<file path="src/rtl/seven_seg_pkg.sv">
// Shared constants and helpers for the eight-digit seven-segment scan controller.
package seven_seg_pkg;

  localparam int NUM_DIG   = 8;
  localparam int DIG_IDX_W = 3;
  localparam int SEG_W     = 8;

  // Segment bit positions inside one digit byte (a is the MSB).
  localparam int SEG_A  = 7;
  localparam int SEG_B  = 6;
  localparam int SEG_C  = 5;
  localparam int SEG_D  = 4;
  localparam int SEG_E  = 3;
  localparam int SEG_F  = 2;
  localparam int SEG_G  = 1;
  localparam int SEG_DP = 0;

  function automatic logic [SEG_W-1:0] apply_pol(input logic [SEG_W-1:0] v, input logic act_low);
    return act_low ? ~v : v;
  endfunction

endpackage

</file>
<file path="src/rtl/seven_seg_timebase.sv">
// Slot prescaler, digit index and frame strobe for the scan controller.
module seven_seg_timebase
  import seven_seg_pkg::*;
#(
  parameter int SCAN_LOG2 = 13
) (
  input  logic                 clk,
  input  logic                 rst,
  output logic [SCAN_LOG2-1:0] cnt,
  output logic [DIG_IDX_W-1:0] idx,
  output logic [3:0]           phase,
  output logic                 boundary,
  output logic                 frame
);

  logic term;

  assign term     = &cnt;
  assign boundary = term && (idx == DIG_IDX_W'(NUM_DIG - 1));
  assign phase    = cnt[SCAN_LOG2-1 -: 4];

  always_ff @(posedge clk) begin
    if (rst) begin
      cnt   <= '0;
      idx   <= '0;
      frame <= 1'b0;
    end else begin
      cnt   <= cnt + SCAN_LOG2'(1);
      frame <= boundary;
      if (term) idx <= idx + DIG_IDX_W'(1);
    end
  end

endmodule

</file>
<file path="src/rtl/seven_seg_scan_ctrl.sv">
// Double-buffered, PWM-dimmed, dead-time guarded scan driver for an 8-digit display.
module seven_seg_scan_ctrl
  import seven_seg_pkg::*;
#(
  parameter int SCAN_LOG2   = 13,
  parameter int DEAD_CYC    = 4,
  parameter int COM_ACT_LOW = 1,
  parameter int SEG_ACT_LOW = 0
) (
  input  logic                     iCLK,
  input  logic                     iRST,
  input  logic                     iLOAD,
  input  logic [NUM_DIG*SEG_W-1:0] iSEG_DATA,
  input  logic [NUM_DIG-1:0]       iBLANK,
  input  logic [3:0]               iBRIGHT,
  output logic                     oBUSY,
  output logic                     oFRAME,
  output logic [NUM_DIG-1:0]       oS_COM,
  output logic [SEG_W-1:0]         oS_ENS
);

  localparam logic [SCAN_LOG2-1:0] DEAD_V  = SCAN_LOG2'(DEAD_CYC);
  localparam logic                 COM_POL = (COM_ACT_LOW != 0);
  localparam logic                 SEG_POL = (SEG_ACT_LOW != 0);

  logic [SCAN_LOG2-1:0]     cnt;
  logic [DIG_IDX_W-1:0]     idx;
  logic [3:0]               phase;
  logic                     boundary;
  logic [NUM_DIG*SEG_W-1:0] pending;
  logic [NUM_DIG*SEG_W-1:0] shadow;
  logic [NUM_DIG-1:0]       pend_blank;
  logic [NUM_DIG-1:0]       blank_latch;
  logic [3:0]               bright_latch;
  logic                     lit;
  logic [NUM_DIG-1:0]       com_raw;
  logic [SEG_W-1:0]         ens_raw;

  seven_seg_timebase #(.SCAN_LOG2(SCAN_LOG2)) u_timebase (
    .clk      (iCLK),
    .rst      (iRST),
    .cnt      (cnt),
    .idx      (idx),
    .phase    (phase),
    .boundary (boundary),
    .frame    (oFRAME)
  );

  // Transfer reads pending before this edge's load, so a load on the boundary shows next frame.
  always_ff @(posedge iCLK) begin
    if (iRST) begin
      pending      <= '0;
      pend_blank   <= '1;
      shadow       <= '0;
      blank_latch  <= '1;
      bright_latch <= '0;
      oBUSY        <= 1'b0;
    end else begin
      if (boundary) begin
        bright_latch <= iBRIGHT;
        if (oBUSY) begin
          shadow      <= pending;
          blank_latch <= pend_blank;
        end
      end
      if (iLOAD) begin
        pending    <= iSEG_DATA;
        pend_blank <= iBLANK;
        oBUSY      <= 1'b1;
      end else if (boundary) begin
        oBUSY <= 1'b0;
      end
    end
  end

  always_comb begin
    lit     = (cnt >= DEAD_V) && (phase <= bright_latch) && !blank_latch[idx];
    com_raw = '0;
    ens_raw = '0;
    if (lit) begin
      com_raw[idx] = 1'b1;
      ens_raw      = shadow[{idx, 3'b000} +: SEG_W];
    end
  end

  always_ff @(posedge iCLK) begin
    if (iRST) begin
      oS_COM <= apply_pol('0, COM_POL);
      oS_ENS <= apply_pol('0, SEG_POL);
    end else begin
      oS_COM <= apply_pol(com_raw, COM_POL);
      oS_ENS <= apply_pol(ens_raw, SEG_POL);
    end
  end

endmodule
</file>
<file path="config.mk">
export PLATFORM = sky130hd
export DESIGN_NAME = seven_seg_scan_ctrl
export DESIGN_NICKNAME = d
export VERILOG_FILES = /design/src/rtl/seven_seg_pkg.sv /design/src/rtl/seven_seg_timebase.sv /design/src/rtl/seven_seg_scan_ctrl.sv
export SDC_FILE = /design/constraint.sdc
export NUM_CORES = 1
export LEC_CHECK = 0
export BUFFER_PORTS_ARGS = -buffer_cell sky130_fd_sc_hd__buf_4
export CAP_MARGIN = 40
export CORE_ASPECT_RATIO = 1.2
export CORE_MARGIN = 2
export CORE_UTILIZATION = 45
export DETAILED_ROUTE_END_ITERATION = 8
export PLACE_DENSITY = 0.61
export SYNTH_ARGS = -nofsm -noshare
export SYNTH_HDL_FRONTEND = slang
export SYNTH_SLANG_ARGS = --single-unit
export TNS_END_PERCENT = 5
</file>
<file path="constraint.sdc">
create_clock -name iCLK -period 2.6 [get_ports iCLK]
set_clock_uncertainty 0.05 [all_clocks]
set_input_delay 0 -clock iCLK [delete_from_list [all_inputs] [get_ports iCLK]]
set_output_delay 0 -clock iCLK [all_outputs]
set_load 0.05 [all_outputs]
</file>
Word level (Yosys, flattened, before mapping)
Index checks and enable logic that the tools add are counted.
Word-level totals
  flip-flop bits (word level): 182
  word-level logic and storage cells: 37
Cells by class
  mux-type cells: 7
  reductions and logical operators: 9
  $add $sub $neg: 2
  equality and inequality tests: 1
  shifts and indexed selects: 1
  magnitude comparators: 4
  bitwise logic cells: 2
Operators by type and width (number)
  indexed part select 64 x 7 -> 8 bit: 1
  adder 13 x 1 -> 13 bit, second input constant: 1
  >= comparator 13 x 3 -> 1 bit, second input constant: 1
  AND reduction 13 bit: 1
  two-way mux 8 bit: 1
  inverter 8 bit: 1
  less-or-equal comparator 4 bit: 1
  logical AND 1 bit: 4
  less-than comparator 3 x 4 -> 1 bit, second input constant: 1
  two-way mux 1 bit: 4
  adder 3 x 1 -> 3 bit, second input constant: 1
  binary-select mux 1 bit (select 3 bit): 1
  demux 1 bit (select 3 bit): 1
  == test 3 bit, second input constant: 1
  >= comparator 3 x 1 -> 1 bit, second input constant: 1
  AND reduction 2 bit: 1
  nonzero test 2 bit: 1
  OR reduction 2 bit: 1
  logical NOT 1 bit: 1
  inverter 1 bit: 1

Logic depth before layout (Yosys ltp)
  depth in word-level cells: 6
  gate-level depth with buffers: 8
  gate-level depth less buffers: 6

By module
From an unflattened synthesis, not the netlist that was laid out.
Second synthesis, totals
  cells, all modules: 780
  area total of the unflattened synthesis: 7179.4 µm²
Modules (own cells, without submodules)
  seven_seg_scan_ctrl: cells an instance 694, times used 1, area each 6382.4 µm²
  seven_seg_timebase: cells an instance 86, times used 1, area each 797.0 µm²

Worst setup path after synthesis
OpenSTA, ideal clock, no wires.
  path kind: reg2reg
  start point: register oBUSY
  end point: register blank_latch[1]
  path slack: 0.498 ns
  data arrival time: 1.932 ns
  required time: 2.430 ns
  period minus slack after synthesis: 2.102 ns
  setup time: 0.120 ns
  cell stages (with the launch flop): 6
  path through: dfxtp_1 > nand3_1 > or4_1 > buf_2 > buf_6 > a211o_1
Between the ends
  longest elaborated chain between the ends: 1
Ends and longest elaborated chain
  from (decl): line seven_seg_scan_ctrl.sv:16  | output logic oBUSY,
  from (signal assigned): line seven_seg_scan_ctrl.sv:57  | oBUSY <= 1'b0;
  from (signal assigned): line seven_seg_scan_ctrl.sv:69  | oBUSY <= 1'b1;
  from (signal assigned): line seven_seg_scan_ctrl.sv:71  | oBUSY <= 1'b0;
  AND reduction 2 bit (no source line)
  to (signal assigned): line seven_seg_scan_ctrl.sv:63  | blank_latch <= pend_blank;
  to (decl): line seven_seg_scan_ctrl.sv:33  | logic [NUM_DIG-1:0] blank_latch;
No other way between the ends.
A chain may end at the register's enable or synchronous reset.

Worst setup path in the final report
  start point: register u_timebase.idx[1]
  end point: register oS_COM[3]
Between the ends
  longest elaborated chain between the ends: 6
Ends and longest elaborated chain
  from (decl): line seven_seg_timebase.sv:10  | output logic [DIG_IDX_W-1:0] idx,
  from (signal assigned): line seven_seg_timebase.sv:30  | if (term) idx <= idx + DIG_IDX_W'(1);
  less-than comparator 3 x 4 -> 1 bit (not written as such) (tied with other cells): line seven_seg_scan_ctrl.sv:81  | com_raw[idx] = 1'b1;
  logical AND 1 bit (not written as such) or two-way mux 1 bit (tied branches): line seven_seg_scan_ctrl.sv:81, seven_seg_scan_ctrl.sv:77
  two-way mux 1 bit (not written as such) or logical NOT 1 bit (tied branches): line seven_seg_scan_ctrl.sv:81, seven_seg_scan_ctrl.sv:77
  demux 1 bit (select 3 bit) or logical AND 1 bit (tied branches): line seven_seg_scan_ctrl.sv:81, seven_seg_scan_ctrl.sv:77
  two-way mux 8 bit (*): line seven_seg_scan_ctrl.sv:80  | if (lit) begin
  inverter 8 bit (*): line seven_seg_pkg.sv:19  | return act_low ? ~v : v;
  to (signal assigned): line seven_seg_scan_ctrl.sv:88  | oS_COM <= apply_pol('0, COM_POL);
  to (signal assigned): line seven_seg_scan_ctrl.sv:91  | oS_COM <= apply_pol(com_raw, COM_POL);
  to (decl): line seven_seg_scan_ctrl.sv:18  | output logic [NUM_DIG-1:0] oS_COM,
Every way passes the cells marked *; elsewhere a longest branch is shown, timed or not. The select of a mux whose other input is x is not followed.

==> results.json <==
{
  "status": "finished, final reports clean",
  "hpwl_mm": 11.6,
  "setup_tns_ns": 0,
  "io_buffer_count": 96,
  "track_usage": 0.213,
  "synth_edf_count": 0,
  "core_area_um2": 15700,
  "multi_input_area_um2": 3280,
  "vias_per_cell": 5.09,
  "timing.rr.start": "u_timebase.idx[1]",
  "area_delta_synth_final_pct": 30.2,
  "ys.flop_type": "dfxtp_1",
  "r2r_cells": 5,
  "antenna_found_initial": 0,
  "worstHoldStart": "iLOAD",
  "cts-root-buf": "clkbuf_16",
  "p_int_mw": 4.55,
  "switching_share": 0.225,
  "cp-end-kind": "flip-flop",
  "firstDrtPassIters": 4,
  "hold_viol": 0,
  "nFillCells": 1355,
  "drt_wl_total_mm": 17.5,
  "globalplace.congestion": 0.809,
  "synthCells": 763,
  "power.total_mw": 5.87,
  "io_pins": 97,
  "finalSetupViolations": 0,
  "ys_seq_area_frac": 0.502,
  "num_vias": 5773,
  "grt_pass1_wl_mm": 28.9,
  "critPathMaxStageDelay_ns": 0.53,
  "post-route-util": 0.602,
  "drtIter0Drc": 341,
  "clk_latency_ns": 0.43,
  "p_leak_nw": 3.74,
  "wire_per_inst_um": 15.4,
  "htreeDepth": 4,
  "cap_violations": 0,
  "cp-startpoint": "u_timebase.idx[1]",
  "slowest_stage": "or4_1",
  "syn-num-nets": 850,
  "dp_cells": 1025,
  "clkSinkCount": 182,
  "p_switching_mw": 1.32,
  "syn_area_per_cell_um2": 9.51,
  "start_kind": "flip-flop",
  "p_clk_frac": 0.439,
  "hold_path_class": "input pin to flip-flop",
  "grt_pass1_vias": 5758,
  "path_clk_slew_ns": 0.07,
  "reg2reg_to": "oS_COM[3]",
  "seqCellArea_um2": 3640,
  "maxSlewHeadroom": 0.417,
  "nNetsFinal": 1000,
  "tightest_slew_ns": 0.875,
  "power_frac_seq": 0.495,
  "combPwrFrac": 0.066,
  "synth.distinct_cells": 48,
  "period_needed_ns": 2.14,
  "grt_overflow": 0,
  "cts_made_buffers": 17,
  "irDropWorstVdd_uv": 514,
  "worstPathRequired_ns": 2.85,
  "instances_no_fill": 1134,
  "die_x_um": 120,
  "final_max_slew_viol_count": 0,
  "holdWs_ns": 0.0496,
  "ys_seq_elements": 182,
  "cp_top_family": "simple AND/OR/NAND/NOR gates",
  "die_h_um": 143,
  "ant_nets": 0,
  "cp_cell_sequence": "buf_4 > mux2_2 > a22oi_1 > o211ai_2 > or4_1",
  "n_antenna_cell": 0,
  "worst-path-buf-inv": 1,
  "cp.depth": 5,
  "drc": 0,
  "drive_gt1_frac": 0.189,
  "rsz0062_at_grt": "no",
  "path_class": "flip-flop to flip-flop",
  "yosysWarnings": 0,
  "clockBufferDepth": 2,
  "p_per_area_nw_per_um2": 621,
  "ys_async_sr_fraction": 0,
  "syn_area_um2": 7260,
  "period_share": 0.824,
  "cp_max_fo": 27,
  "tritoncts": "built",
  "cp.arrival_ns": 2.39,
  "start_util": 0.462,
  "fmax_mhz": 467,
  "grt_max_degree": 167,
  "dieArea_um2": 17200,
  "reg2reg_slack_ns": 0.46,
  "rows": 50,
  "crit_path_end": "oS_COM[3]"
}
cell type report:
class	count	area share
Multi-Input combinational cell	515	0.347
Tap cell	208	0.0275
Clock inverter	13	0.0155
Sequential cell	182	0.385
Timing Repair Buffer	185	0.173
Clock buffer	19	0.0469
Inverter	12	0.00477
tightest hold or removal path, cell delays in order:
cell and delay, ns:
buf_4 0.25, a21oi_1 0.17, nor2_1 0.05
repair_timing:
action / in CTS / in global routing
gates resized for setup: 0 / 0
hold endpoints to repair: 87 / 0
setup endpoints to repair: 0 / 0
setup buffers: 0 / 0
hold buffers: 77 / 0
registers in the layout, summed over array words and instances, names as in the netlist:
signal            count
blank_latch           8
bright_latch          4
oBUSY                 1
oS_COM                8
oS_ENS                8
pend_blank            8
pending              64
shadow               64
u_timebase.cnt       13
u_timebase.frame      1
u_timebase.idx        3
power by group through the flow:
stage / clock network [mW] / registers [mW] / logic, mW
detailed placement: 0 / 2.97 / 0.294
floorplan: 0 / 2.96 / 0.171
CTS: 2.63 / 2.91 / 0.387
finish: 2.58 / 2.91 / 0.387
global placement: 0 / 2.97 / 0.285
global route: 2.76 / 2.91 / 0.425
layout by cell type, fill, tap and decap left out, types with 7 or more instances in the layout:
| master | n |
|---|---|
| a211o_1 | 16 |
| a21oi_1 | 52 |
| a21oi_2 | 16 |
| and3_1 | 8 |
| buf_4 | 104 |
| clkbuf_16 | 17 |
| dfxtp_1 | 182 |
| dlygate4sd3_1 | 77 |
| ha_1 | 8 |
| inv_1 | 12 |
| mux2i_1 | 78 |
| nand2_1 | 139 |
| nand3_1 | 11 |
| nand4_1 | 7 |
| nor2_1 | 85 |
| nor2b_1 | 15 |
cells in the mapped netlist (all sizes together), types with 4 or more instances:
master,count,share of area
nand4,9,0.011
o21ai,4,0.0028
mux2i,78,0.11
o2bb2ai,4,0.0048
inv,12,0.0062
clkbuf,27,0.014
nor3,5,0.0034
nand2,139,0.072
nor4,9,0.011
xor2,4,0.0048
or4,4,0.0041
a211o,16,0.019
mux2,6,0.0093
and3,8,0.0069
nand3,11,0.0076
ha,8,0.014
buf,27,0.027
xnor2,6,0.0072
a221oi,4,0.0048
a2111oi,4,0.0048
a22oi,4,0.0041
nor2,85,0.044
a21oi,68,0.055
nor2b,15,0.013
mux4,6,0.019
dfxtp,182,0.50
worst min path at each step:
stage               endpoint  cells after the start  slack [ns]
5_1_grt                oBUSY                      3        0.07
2_1_floorplan  pend_blank[7]                      1        0.07
6_report               oBUSY                      3        0.05
3_3_place_gp   pend_blank[2]                      2        0.16
4_1_cts                oBUSY                      3        0.03
3_5_place_dp   pend_blank[7]                      2        0.16
stage by stage:
step,setup WS (ns),instance area (um^2)
after global routing,0.294,9450
final,0.457,9450
after CTS,0.433,9450
after global placement,0.470,8090
after floorplan,0.498,7260
after detailed placement,0.447,8090
kinds of logic after synthesis:
family	count (synthesis)	synth area share
flip-flops	182	0.502
adder cells (fa/ha/maj)	8	0.0138
multiplexers	90	0.135
AO/OA/AOI/OAI	116	0.111
XOR/XNOR	10	0.0121
buffers and inverters	66	0.0467
AND/OR/NAND/NOR	291	0.179
layer usage:
metal / GRT usage / part of all wire / vias up
li1: - / - / 2922
met1: 0.264 / 0.45 / 2719
met2: 0.368 / 0.50 / 112
met3: 0.0447 / 0.033 / 20
met4: 0.0712 / 0.016 / 0
met5: 0 / 0 / -
Note: power is estimated with default switching activity, not from simulation.
